**config.mk**
```make
export PLATFORM = sky130hd
export DESIGN_NAME = handshake_rr_arbiter
export DESIGN_NICKNAME = d
export VERILOG_FILES = /design/src/rtl/handshake_arb_pkg.sv /design/src/rtl/rr_pick.sv /design/src/rtl/handshake_rr_arbiter.sv
export SDC_FILE = /design/constraint.sdc
export NUM_CORES = 1
export LEC_CHECK = 0
export CAP_MARGIN = 20
export CORE_AREA = 2 2 120 64
export DETAILED_ROUTE_END_ITERATION = 8
export DIE_AREA = 0 0 122 66
export PLACE_DENSITY_LB_ADDON = 0.1
export SKIP_LAST_GASP = 1
export SLEW_MARGIN = 20
export SYNTH_ARGS = -nofsm -noshare
export SYNTH_HDL_FRONTEND = slang
export SYNTH_SLANG_ARGS = --single-unit
```
**constraint.sdc**
```tcl
create_clock -name clk -period 9.5 [get_ports clk]
set_clock_uncertainty 0.1 [all_clocks]
set_input_delay 2.85 -clock clk [delete_from_list [all_inputs] [get_ports clk]]
set_output_delay 2.85 -clock clk [all_outputs]
set_load 0.005 [all_outputs]
```
**src/rtl/handshake_arb_pkg.sv**
```systemverilog
// Shared constants and helpers for the round-robin handshake arbiter.
package handshake_arb_pkg;

  localparam int DEF_NUM_REQ    = 4;
  localparam int DEF_DATA_WIDTH = 32;
  localparam int DEF_MAX_BURST  = 4;

  // Index width that stays at least one bit wide for a single requester.
  function automatic int idx_w(input int n);
    return (n > 1) ? $clog2(n) : 1;
  endfunction

endpackage

```
**src/rtl/rr_pick.sv**
```systemverilog
// Combinational round-robin search: first valid requester at or after ptr,
// wrapping from NUM_REQ-1 back to 0.
module rr_pick
  import handshake_arb_pkg::*;
#(
  parameter  int NUM_REQ = DEF_NUM_REQ,
  localparam int IDX_W   = idx_w(NUM_REQ)
) (
  input  logic [NUM_REQ-1:0] valid,
  input  logic [IDX_W-1:0]   ptr,
  output logic               any_valid,
  output logic [NUM_REQ-1:0] grant,
  output logic [IDX_W-1:0]   grant_idx
);

  int              cand;
  logic [IDX_W-1:0] cidx;

  always_comb begin
    // NOTE: every output gets a default before the search so no path leaves one unassigned (no latch).
    any_valid = 1'b0;
    grant     = '0;
    grant_idx = '0;
    cand      = 0;
    cidx      = '0;
    for (int off = 0; off < NUM_REQ; off++) begin
      cand = int'(ptr) + off;
      if (cand >= NUM_REQ) cand = cand - NUM_REQ;
      cidx = IDX_W'(cand);
      if (!any_valid && valid[cidx]) begin
        any_valid   = 1'b1;
        grant[cidx] = 1'b1;
        grant_idx   = cidx;
      end
    end
  end

endmodule

```
**src/rtl/handshake_rr_arbiter.sv**
```systemverilog
// Round-robin arbiter feeding a single-entry registered output stage.
// Optional burst lock is compiled in with `define HANDSHAKE_ARB_BURST_LOCK_EN.
module handshake_rr_arbiter
  import handshake_arb_pkg::*;
#(
  parameter  int NUM_REQ    = DEF_NUM_REQ,
  parameter  int DATA_WIDTH = DEF_DATA_WIDTH,
  parameter  int MAX_BURST  = DEF_MAX_BURST,
  localparam int IDX_W      = idx_w(NUM_REQ)
) (
  input  logic                               clk,
  input  logic                               rst_n,
  input  logic [NUM_REQ-1:0]                 in_valid,
  input  logic [NUM_REQ-1:0][DATA_WIDTH-1:0] in_data,
  output logic [NUM_REQ-1:0]                 in_ready,
  output logic                               out_valid,
  output logic [DATA_WIDTH-1:0]              out_data,
  output logic [IDX_W-1:0]                   out_src,
  input  logic                               out_ready
);

  if (NUM_REQ < 1 || MAX_BURST < 1) begin : g_bad_cfg
    $error("handshake_rr_arbiter: NUM_REQ and MAX_BURST must be >= 1");
  end

  function automatic logic [IDX_W-1:0] wrap_inc(input logic [IDX_W-1:0] i);
    if (int'(i) >= NUM_REQ - 1) return '0;
    return IDX_W'(int'(i) + 1);
  endfunction

  logic [IDX_W-1:0]   ptr;
  logic               rr_any;
  logic [NUM_REQ-1:0] rr_grant;
  logic [IDX_W-1:0]   rr_idx;

  logic               sel_any;
  logic [NUM_REQ-1:0] sel_grant;
  logic [IDX_W-1:0]   sel_idx;

  logic load_en;
  logic load;

  rr_pick #(.NUM_REQ(NUM_REQ)) u_pick (
    .valid     (in_valid),
    .ptr       (ptr),
    .any_valid (rr_any),
    .grant     (rr_grant),
    .grant_idx (rr_idx)
  );

`ifdef HANDSHAKE_ARB_BURST_LOCK_EN
  localparam int CNT_W = idx_w(MAX_BURST + 1);

  logic             lock_vld;
  logic [IDX_W-1:0] lock_idx;
  logic [CNT_W-1:0] burst_cnt;
  logic [CNT_W-1:0] beats;
  logic             lock_hit;

  // A held lock overrides the rotation only while its owner keeps valid high.
  assign lock_hit = lock_vld && in_valid[lock_idx];
  assign sel_any  = lock_hit || rr_any;
  assign sel_idx  = lock_hit ? lock_idx : rr_idx;
  assign beats    = CNT_W'(lock_hit ? int'(burst_cnt) + 1 : 1);

  always_comb begin
    sel_grant = rr_grant;
    if (lock_hit) begin
      sel_grant           = '0;
      sel_grant[lock_idx] = 1'b1;
    end
  end

  always_ff @(posedge clk or negedge rst_n) begin
    if (!rst_n) begin
      lock_vld  <= 1'b0;
      lock_idx  <= '0;
      burst_cnt <= '0;
    end else if (load) begin
      if (int'(beats) >= MAX_BURST) begin
        lock_vld  <= 1'b0;
        burst_cnt <= '0;
      end else begin
        lock_vld  <= 1'b1;
        lock_idx  <= sel_idx;
        burst_cnt <= beats;
      end
    end else if (load_en && lock_vld && !in_valid[lock_idx]) begin
      lock_vld  <= 1'b0;
      burst_cnt <= '0;
    end
  end
`else
  assign sel_any   = rr_any;
  assign sel_grant = rr_grant;
  assign sel_idx   = rr_idx;
`endif

  assign load_en  = !out_valid || out_ready;
  assign load     = load_en && sel_any;
  // Gate with rst_n so no requester sees ready while the block is held in reset.
  assign in_ready = sel_grant & {NUM_REQ{load_en && rst_n}};

  always_ff @(posedge clk or negedge rst_n) begin
    if (!rst_n) begin
      // NOTE: the payload register is reset as well, so out_data reads 0 after reset rather than X.
      out_valid <= 1'b0;
      out_data  <= '0;
      out_src   <= '0;
      ptr       <= '0;
    end else if (load) begin
      // NOTE: registered state uses non-blocking assignments so all flops update together at the edge.
      out_valid <= 1'b1;
      out_data  <= in_data[sel_idx];
      out_src   <= sel_idx;
      ptr       <= wrap_inc(sel_idx);
    end else if (out_ready) begin
      out_valid <= 1'b0;
    end
  end

endmodule

```
# Word-level counts from Yosys, hierarchy flattened
# Index checks and enable logic that the tools add are counted.
[op_classes]
mul = 0
add_sub_neg = 8
eq_ne = 0
order_cmp = 14
mux = 40
n_bitwise = 4
reduce_logical = 15
shift = 0
div = 0
[ops]
columns = ["operator", "count"]
rows = [
  ["binary-select mux 32 bit (select 2 bit)", 1],
  ["2-to-1 mux 32 bit", 1],
  ["2-to-1 mux 2 bit", 10],
  ["2-to-1 mux 1 bit", 16],
  ["2-to-1 mux 4 bit", 4],
  ["less-than comparator 2 x 3 -> 1 bit (second input constant)", 5],
  ["OR 4 bit", 3],
  [">= comparator 3 bit (second input constant)", 3],
  ["logical AND 1 bit", 9],
  ["binary-select mux 1 bit (select 2 bit)", 4],
  ["demux 1 bit (select 2 bit)", 4],
  [">= comparator 2 x 1 -> 1 bit (second input constant)", 4],
  ["subtractor 2 x 1 -> 2 bit (second input constant)", 4],
  ["adder 2 x 2 -> 3 bit (second input constant)", 2],
  ["bitwise AND 4 bit", 1],
  ["logical NOT 1 bit", 4],
  ["adder 2 x 1 -> 3 bit (second input constant)", 1],
  [">= comparator 2 x 3 -> 1 bit (second input constant)", 1],
  ["adder 2 x 1 -> 2 bit (second input constant)", 1],
  [">= comparator 2 bit (second input constant)", 1],
  ["nonzero test 2 bit", 1],
  ["logical OR 1 bit", 1],
]
[word_totals]
output_inout_bits = 39
wordCells = 85
latchBits = 0
register_bits = 37
mem_bits_ro = 0
mem_bits_rw = 0
input_bits = 135
memories = 0

# Logic depth before layout (Yosys ltp)
[logic_depth]
depth_word = 18
depth_mapped = 12
mapped_depth_nobuf = 8

# By module
# A second synthesis with hierarchy kept.
[unflattened]
hier_cells = 170
hier_area_um2 = 2622.5
[modules_own_cells]
columns = ["module", "n_inst", "area_each_um2", "seq_area_each_um2", "cells_per_inst"]
rows = [
  ["handshake_rr_arbiter", 1, 2203.4, 925.9, 125],
  ["rr_pick", 1, 419.2, 0.0, 45],
]

# Worst setup path after synthesis
# No wires, ideal clock.
[synth_timing]
path_type = "input to output"
start = "in in_valid[0]"
end = "out in_ready[0]"
cell_stages = 6
t_required_ns = 6.550
n_path_buf = 1
arrival_time_ns = 4.259
setup_slack_ns = 2.291
cell_sequence = "buf_2 mux4_2 a211oi_1 a22o_1 mux2i_1 a21oi_1"
[synth_via]
elab_chain_cells = 13
word_cells_on_any_way = 25
cone_classes = "mux (15); bitwise (4); reduce/logical (6)"
[synth_lines]
columns = ["element", "line", "text"]
rows = [
  ["from (decl)", "handshake_rr_arbiter.sv:13", "input logic [NUM_REQ-1:0] in_valid,"],
  ["binary-select mux 1 bit (select 2 bit)", "rr_pick.sv:30", "if (!any_valid && valid[cidx]) begin"],
  ["2-to-1 mux 1 bit (not written as such)", "rr_pick.sv:30", ""],
  ["2-to-1 mux 1 bit", "rr_pick.sv:30", ""],
  ["logical NOT 1 bit", "rr_pick.sv:30", ""],
  ["logical AND 1 bit", "rr_pick.sv:30", ""],
  ["2-to-1 mux 1 bit", "rr_pick.sv:30", ""],
  ["logical NOT 1 bit", "rr_pick.sv:30", ""],
  ["logical AND 1 bit", "rr_pick.sv:30", ""],
  ["2-to-1 mux 1 bit", "rr_pick.sv:30", ""],
  ["logical NOT 1 bit", "rr_pick.sv:30", ""],
  ["logical AND 1 bit", "rr_pick.sv:30", ""],
  ["2-to-1 mux 4 bit *", "rr_pick.sv:30", ""],
  ["bitwise AND 4 bit *", "handshake_rr_arbiter.sv:102", "assign in_ready = sel_grant & {NUM_REQ{load_en && rst_n}};"],
  ["to (decl)", "handshake_rr_arbiter.sv:15", "output logic [NUM_REQ-1:0] in_ready,"],
]
# Every way passes the cells marked *; elsewhere a longest branch is shown, timed or not. The select of a mux whose other input is x is not followed.

# Worst setup path after layout
[layout_timing]
start = "in in_valid[1]"
end = "out in_ready[1]"
# Same word-level chain as after synthesis.

==> summary.txt <==
Synthesis
  – Synth unique cells: 37
  – Synthesized flop and latch total: 37
  – Asr flop ratio synth: 1.00
  – Synthesized cell area: 0.00271 sq mm
  – Synth warnings: 0
  – Post-synthesis sequential area ratio: 0.342
  – Syn avg cell area: 13.5 sq um
  – Mapped Cells: 200
  – Number of synthesized flops with an enable pin: 0
  – Cell taking the most area after synthesis: dfrtp_1
  – Most frequent cells after synthesis: dfrtp_1, mux4_2, mux2_2, nand2_1
  – Syn_nets: 342
  – Prevailing post-synth register cell: dfrtp_1
  – Share of the synthesized area in the top cell type: 0.342
  – Area contributors post-synth: dfrtp_1, mux4_2, mux2_2
  – Top-count cell post-synth: dfrtp_1

Route
  – Routed WL: 7.81 mm
  – Detailed Routing Iterations Pass 1: 4
  – Initial DRC count: 87
  – DR DRC count: 0
  – Post-DRT Antenna Nets: 0
  – DR vias: 2402
  – DR WL/cell: 16.8 um
  – Vias per cell: 5.18

Place
  – Placed cells: 455
  – Final GP Congestion: 0.815
  – DP HPWL: 6.23 mm
  – DP Worst Slack: 1.07 ns
  – IO Port Bufs: 173

Die
  – Die area: 0.00805 sq mm
  – Total core area: 0.00702 sq mm
  – IO Pins: 174
  – Std cell rows: 22
  – Chip Width: 122 um
  – Starting Density: 0.386
  – Die Y: 66 um

Global route
  – Remaining global-route overflow: 0
  – Number of global-route vias before repair: 2381
  – First-pass GRT wire length: 11.9 mm
  – Initial antenna violation count: 0
  – GRT Resource Usage Total: 0.194
  – Pin count of the biggest net entering global routing: 39

Power
  – Switching Share: 0.325
  – Combinational share of power: 0.634
  – Clk pwr share: 0.134
  – Net Switching: 0.412 mW
  – Static leakage: 1.86 nW
  – Worst vdd ir: 0.153 mV
  – Power Density: 270 mW/mm^2
  – P_int: 0.855 mW
  – Seq pwr share: 0.233

Critical path
  – Crit path kind: primary input to primary output
  – Crit path DAT: 5.52 ns
  – CP max FO: 11
  – Crit path capture type: primary output
  – Worst path required time: 6.55 ns
  – Worst Setup Start Kind: primary input

CTS
  – Clock Path Buffers: 2
  – H-tree level count: 2
  – Number of clock sinks: 37
  – Inserted Clock Buffers: 5
  – CTS clk-pin slew, worst paths: 0.05 ns
  – Clock Latency Late Sink: 0.27 ns
  – Post-cts hold buffer count: 0
  – CTS-repair resized insts: 0
  – Post-CTS Setup Bufs: 0
  – CTS tree: built
  – Clock root cell: clkbuf_16

STA
  – Post-layout minimum cycle time: 8.47 ns
  – Setup TNS: 0 ns
  – Final period util: 0.891
  – F_max: 118 MHz
  – Fin. Hold Viols: 0
  – Setup violators final: 0
  – Final Slew Violations: 0
  – RSZ-0062 raised after global routing: false
  – Final WS setup: 1.03 ns
  – Actual slew at the worst max-slew pin: 0.765 ns
  – Slew HR: 0.477

Final layout
  – Filler cells: 546
  – Final non-filler cell total: 464
  – Share of cells above drive strength 1: 0.215
  – # nets final: 509
  – Diodes inserted: 0
  – Area grow syn2layout: 73.1%

Outcome
  – Status: complete, no violations

Hold path
  – Worst Hold Class: flop to flop

Job
  – Number of max-cap violations: 0
-- critical path: stages --
cell and delay (ns):
clkdlybuf4s50_1 0.59, mux4_2 0.61, a211oi_1 0.46, a22o_1 0.20, mux2i_1 0.08, a21oi_1 0.19
clkdlybuf4s50_1 0.54
-- cells by family (layout without fill, tap and decap cells) --
group                    Yosys count  after routing  share of synthesized area
XOR/XNOR                           1              1                    0.00323
adder cells (fa/ha/maj)            7              7                     0.0323
AND/OR/NAND/NOR                   32             32                     0.0624
AO/OA/AOI/OAI                     27             27                     0.0702
multiplexers                      75             75                      0.449
buffers and inverters             21            189                     0.0416
flip-flops                        37             37                      0.342
-- layer usage --
metal	track usage	share of wire	up-vias
met2	0.324	0.48	107
met5	0	0	-
met3	0.0698	0.10	4
met1	0.244	0.41	1164
met4	0.0402	0.0055	0
li1	-	-	1127
-- through the flow --
stage	power, mW	utilization	hold slack, ns	instance area, sq um
2_1_floorplan	0.816	-	0.373	2710
3_3_place_gp	1.10	0.642	0.376	4500
3_5_place_dp	1.11	0.642	0.387	4500
4_1_cts	1.29	0.664	0.399	4660
5_1_grt	1.37	0.668	0.412	4690
6_report	1.27	0.668	0.394	4690
-- final timing paths --
path | cells past startpoint | endpoint | from | slack, ns
hold / removal | 1 | out_src[0] | out_src[0] | 0.39
setup reg to reg | 9 | out_data[17] | ptr[0] | 5.41
setup / recovery | 7 | in_ready[1] | in_valid[1] | 1.03
max in group asynchronous | 2 | out_data[14] | rst_n | 6.43
min in group asynchronous | 2 | out_data[1] | rst_n | 2.52
hold reg to reg | 1 | out_src[0] | out_src[0] | 0.39
-- sequential cells by signal, summed over array words and instances, names as in the netlist --
register,flops
out_data,32
out_src,2
ptr,2
out_valid,1
-- layout by cell type, fill, tap and decap left out, types with 2 or more instances in the layout --
cell type,count
ha_1,7
clkdlybuf4s50_1,172
mux4_1,2
a21oi_4,2
clkbuf_8,2
and3b_1,2
nor3_1,3
a22o_1,4
a221o_1,2
clkbuf_16,5
nor2_1,5
nand2_1,11
o21ai_0,5
mux2_2,27
a21oi_1,6
buf_4,3
dfrtp_1,37
inv_1,4
mux2i_1,10
mux4_2,29
mux2_4,7
nand3_1,3
-- area by class of cell --
class                      instances  area [sq um]  area share
timing repair buffer             177          1780       0.379
multi-input combinational        142          1690       0.361
sequential                        37           926       0.197
clock buffer                       7           153      0.0326
tap                               96           120      0.0256
inverter                           4          15.0     0.00320
clock inverter                     1          5.00     0.00107
-- power groups by stage --
stage | clock [mW] | combinational, mW | sequential [mW]
finish | 0.169 | 0.803 | 0.295
global route | 0.185 | 0.872 | 0.309
CTS | 0.174 | 0.817 | 0.296
detailed placement | 0 | 0.812 | 0.298
global placement | 0 | 0.804 | 0.294
floorplan | 0 | 0.529 | 0.287
Power figures use the tool's default switching activity.
==> RTL change (same settings) <==
Add a define of `HANDSHAKE_ARB_BURST_LOCK_EN`.
--- a/src/rtl/handshake_rr_arbiter.sv
+++ b/src/rtl/handshake_rr_arbiter.sv
@@ -1,5 +1,7 @@
 // Round-robin arbiter feeding a single-entry registered output stage.
 // Optional burst lock is compiled in with `define HANDSHAKE_ARB_BURST_LOCK_EN.
+`define HANDSHAKE_ARB_BURST_LOCK_EN
+
 module handshake_rr_arbiter
   import handshake_arb_pkg::*;
 #(
Function: changed (a bounded check fails within 4 cycles, from zero or initial values and one cycle with rst_n low).
==> RTL change against the original RTL <==
Cell area rose by 4.4%. Largest cell class unchanged. Critical path depth fell by 1. Highest routed layer unchanged. Setup slack got worse by 0.14 ns. Fmax fell by 1.6%. First-iteration DRC count rose by 92%. Critical path type unchanged. Die area did not move. Total power rose by 29%. Count of clock-buffer cells in the layout fell by 2. Synthesized area rose by 9.7%. Sequential share of layout area rose by 2.2 points. Core utilization rose by 2.9 points. Routed wire length rose by 22%. Sequential cell count rose by 6. Largest power group unchanged. Clock power fell by 2%.
==> RTL change: results <==
outcome:
  result_of_the_run: "complete, no violations"
power:
  vdd_ir_drop_max_mv: 0.270
  total_leakage_power_nw: 2.12
global_routing:
  grt_max_degree: 47
  first_global_vias: 2831
  grt_first_pass_wirelength_mm: 14.5
  gr-usage-all-layers_pct: 23.2
layout:
  layout-drive-gt1-share_pct: 5.32
  final_net_count: 593
  fillers: 577
  reg_top3: "out_data x32, burst_cnt x3"
synth:
  synth_area_leaders: "sky130_fd_sc_hd__dfrtp_1 (36%), sky130_fd_sc_hd__mux2i_1 (23%), sky130_fd_sc_hd__o221ai_1 (9.7%)"
  synth-seq-area-share_pct: 36.2
  synthesis.instances: 284
  synthesis.nets: 427
  post_synth_most_frequent_cells: "sky130_fd_sc_hd__mux2i_1 (67), sky130_fd_sc_hd__dfrtp_1 (43), sky130_fd_sc_hd__nand2_1 (42)"
  post-synth-top-count-cell: "sky130_fd_sc_hd__mux2i_1"
  synthDistinctLibCells: 39
detailed_routing:
  drt-initial-drc-count: 167
  detail_route.wl_per_cell_um: 17.4
  route.vias.total: 2997
  first_pass_iters: 6
  viasPerCell: 5.48
place:
  detailed_place.area_mm2: 0.00475
  gp_congestion: 0.938
  cell_count_after_placement: 539
setup_path:
  worst-r2r-setup-slack_ns: 5.38
  crit_path_start: "in_valid[1]"
  crit_path_max_fanout: 9
  cp.arrival_ns: 5.65
sta:
  timing.slew.headroom_pct: 52.9
clocking:
  cts_made_buffers: 5
==> RTL change: per-layer routing <==
metal,routed length [µm],vias up,global-route usage [%]
met5,0,-,0
met4,115,0,4.89
met3,992,13,7.41
met2,4210,159,36.3
met1,4210,1406,31.6
li1,-,1419,-
==> RTL change: worst min-delay path by stage <==
| stage | endpoint | slack, ns | from | cells after the start |
|---|---|---|---|---|
| final | out_data[3] | 0.39 | out_data[3] | 2 |
| after global routing | out_data[10] | 0.41 | out_data[10] | 2 |
| after CTS | out_data[19] | 0.39 | out_data[19] | 2 |
| after detailed placement | out_data[19] | 0.37 | out_data[19] | 2 |
| after global placement | out_data[0] | 0.37 | out_data[0] | 2 |
| after floorplan | burst_cnt[1] | 0.37 | burst_cnt[1] | 1 |
==> RTL change: logic make-up (layout without fill, tap and decap cells) <==
logic type | after synthesis | after routing | synth area share (%)
AO/OA/AOI/OAI | 66 | 66 | 18.1
XOR/XNOR | 2 | 2 | 0.589
adder cells (fa/ha/maj) | 8 | 8 | 3.37
buffers and inverters | 26 | 193 | 4.84
flip-flops | 43 | 43 | 36.2
multiplexers | 73 | 73 | 26.3
AND/OR/NAND/NOR | 66 | 66 | 10.6
==> RTL change: worst min-delay path, delay by kind of cell, from the launching register on <==
| family | cells | cell delay, ns |
|---|---|---|
| simple gates | 1 | 0.05 |
| compound gates | 1 | 0.06 |
| flops | 1 | 0.34 |
==> RTL change: cell type report <==
type / count / area, µm² / area share [%]
multi-input cells: 215 / 1760 / 36.0
inverters: 5 / 18.8 / 0.383
well taps: 96 / 120 / 2.45
repair buffers: 180 / 1780 / 36.3
clock inverters: 3 / 15.0 / 0.307
clock buffers: 5 / 125 / 2.56
flip-flops and latches: 43 / 1080 / 22.0
==> RTL change: stage by stage <==
step	total power [mW]	utilization [%]	setup slack, ns
6_report	1.63	69.7	0.896
5_1_grt	1.75	69.7	0.787
4_1_cts	1.64	69.7	0.920
3_5_place_dp	1.47	67.7	0.917
3_3_place_gp	1.45	67.7	1.09
2_1_floorplan	1.13	-	2.28
==> RTL change: power groups by stage <==
stage	Combinational, mW	Sequential, mW	Clock (mW)
detailed placement	1.12	0.350	0
floorplan	0.796	0.335	0
global route	1.21	0.359	0.177
global placement	1.10	0.348	0
CTS	1.12	0.349	0.167
finish	1.12	0.350	0.165
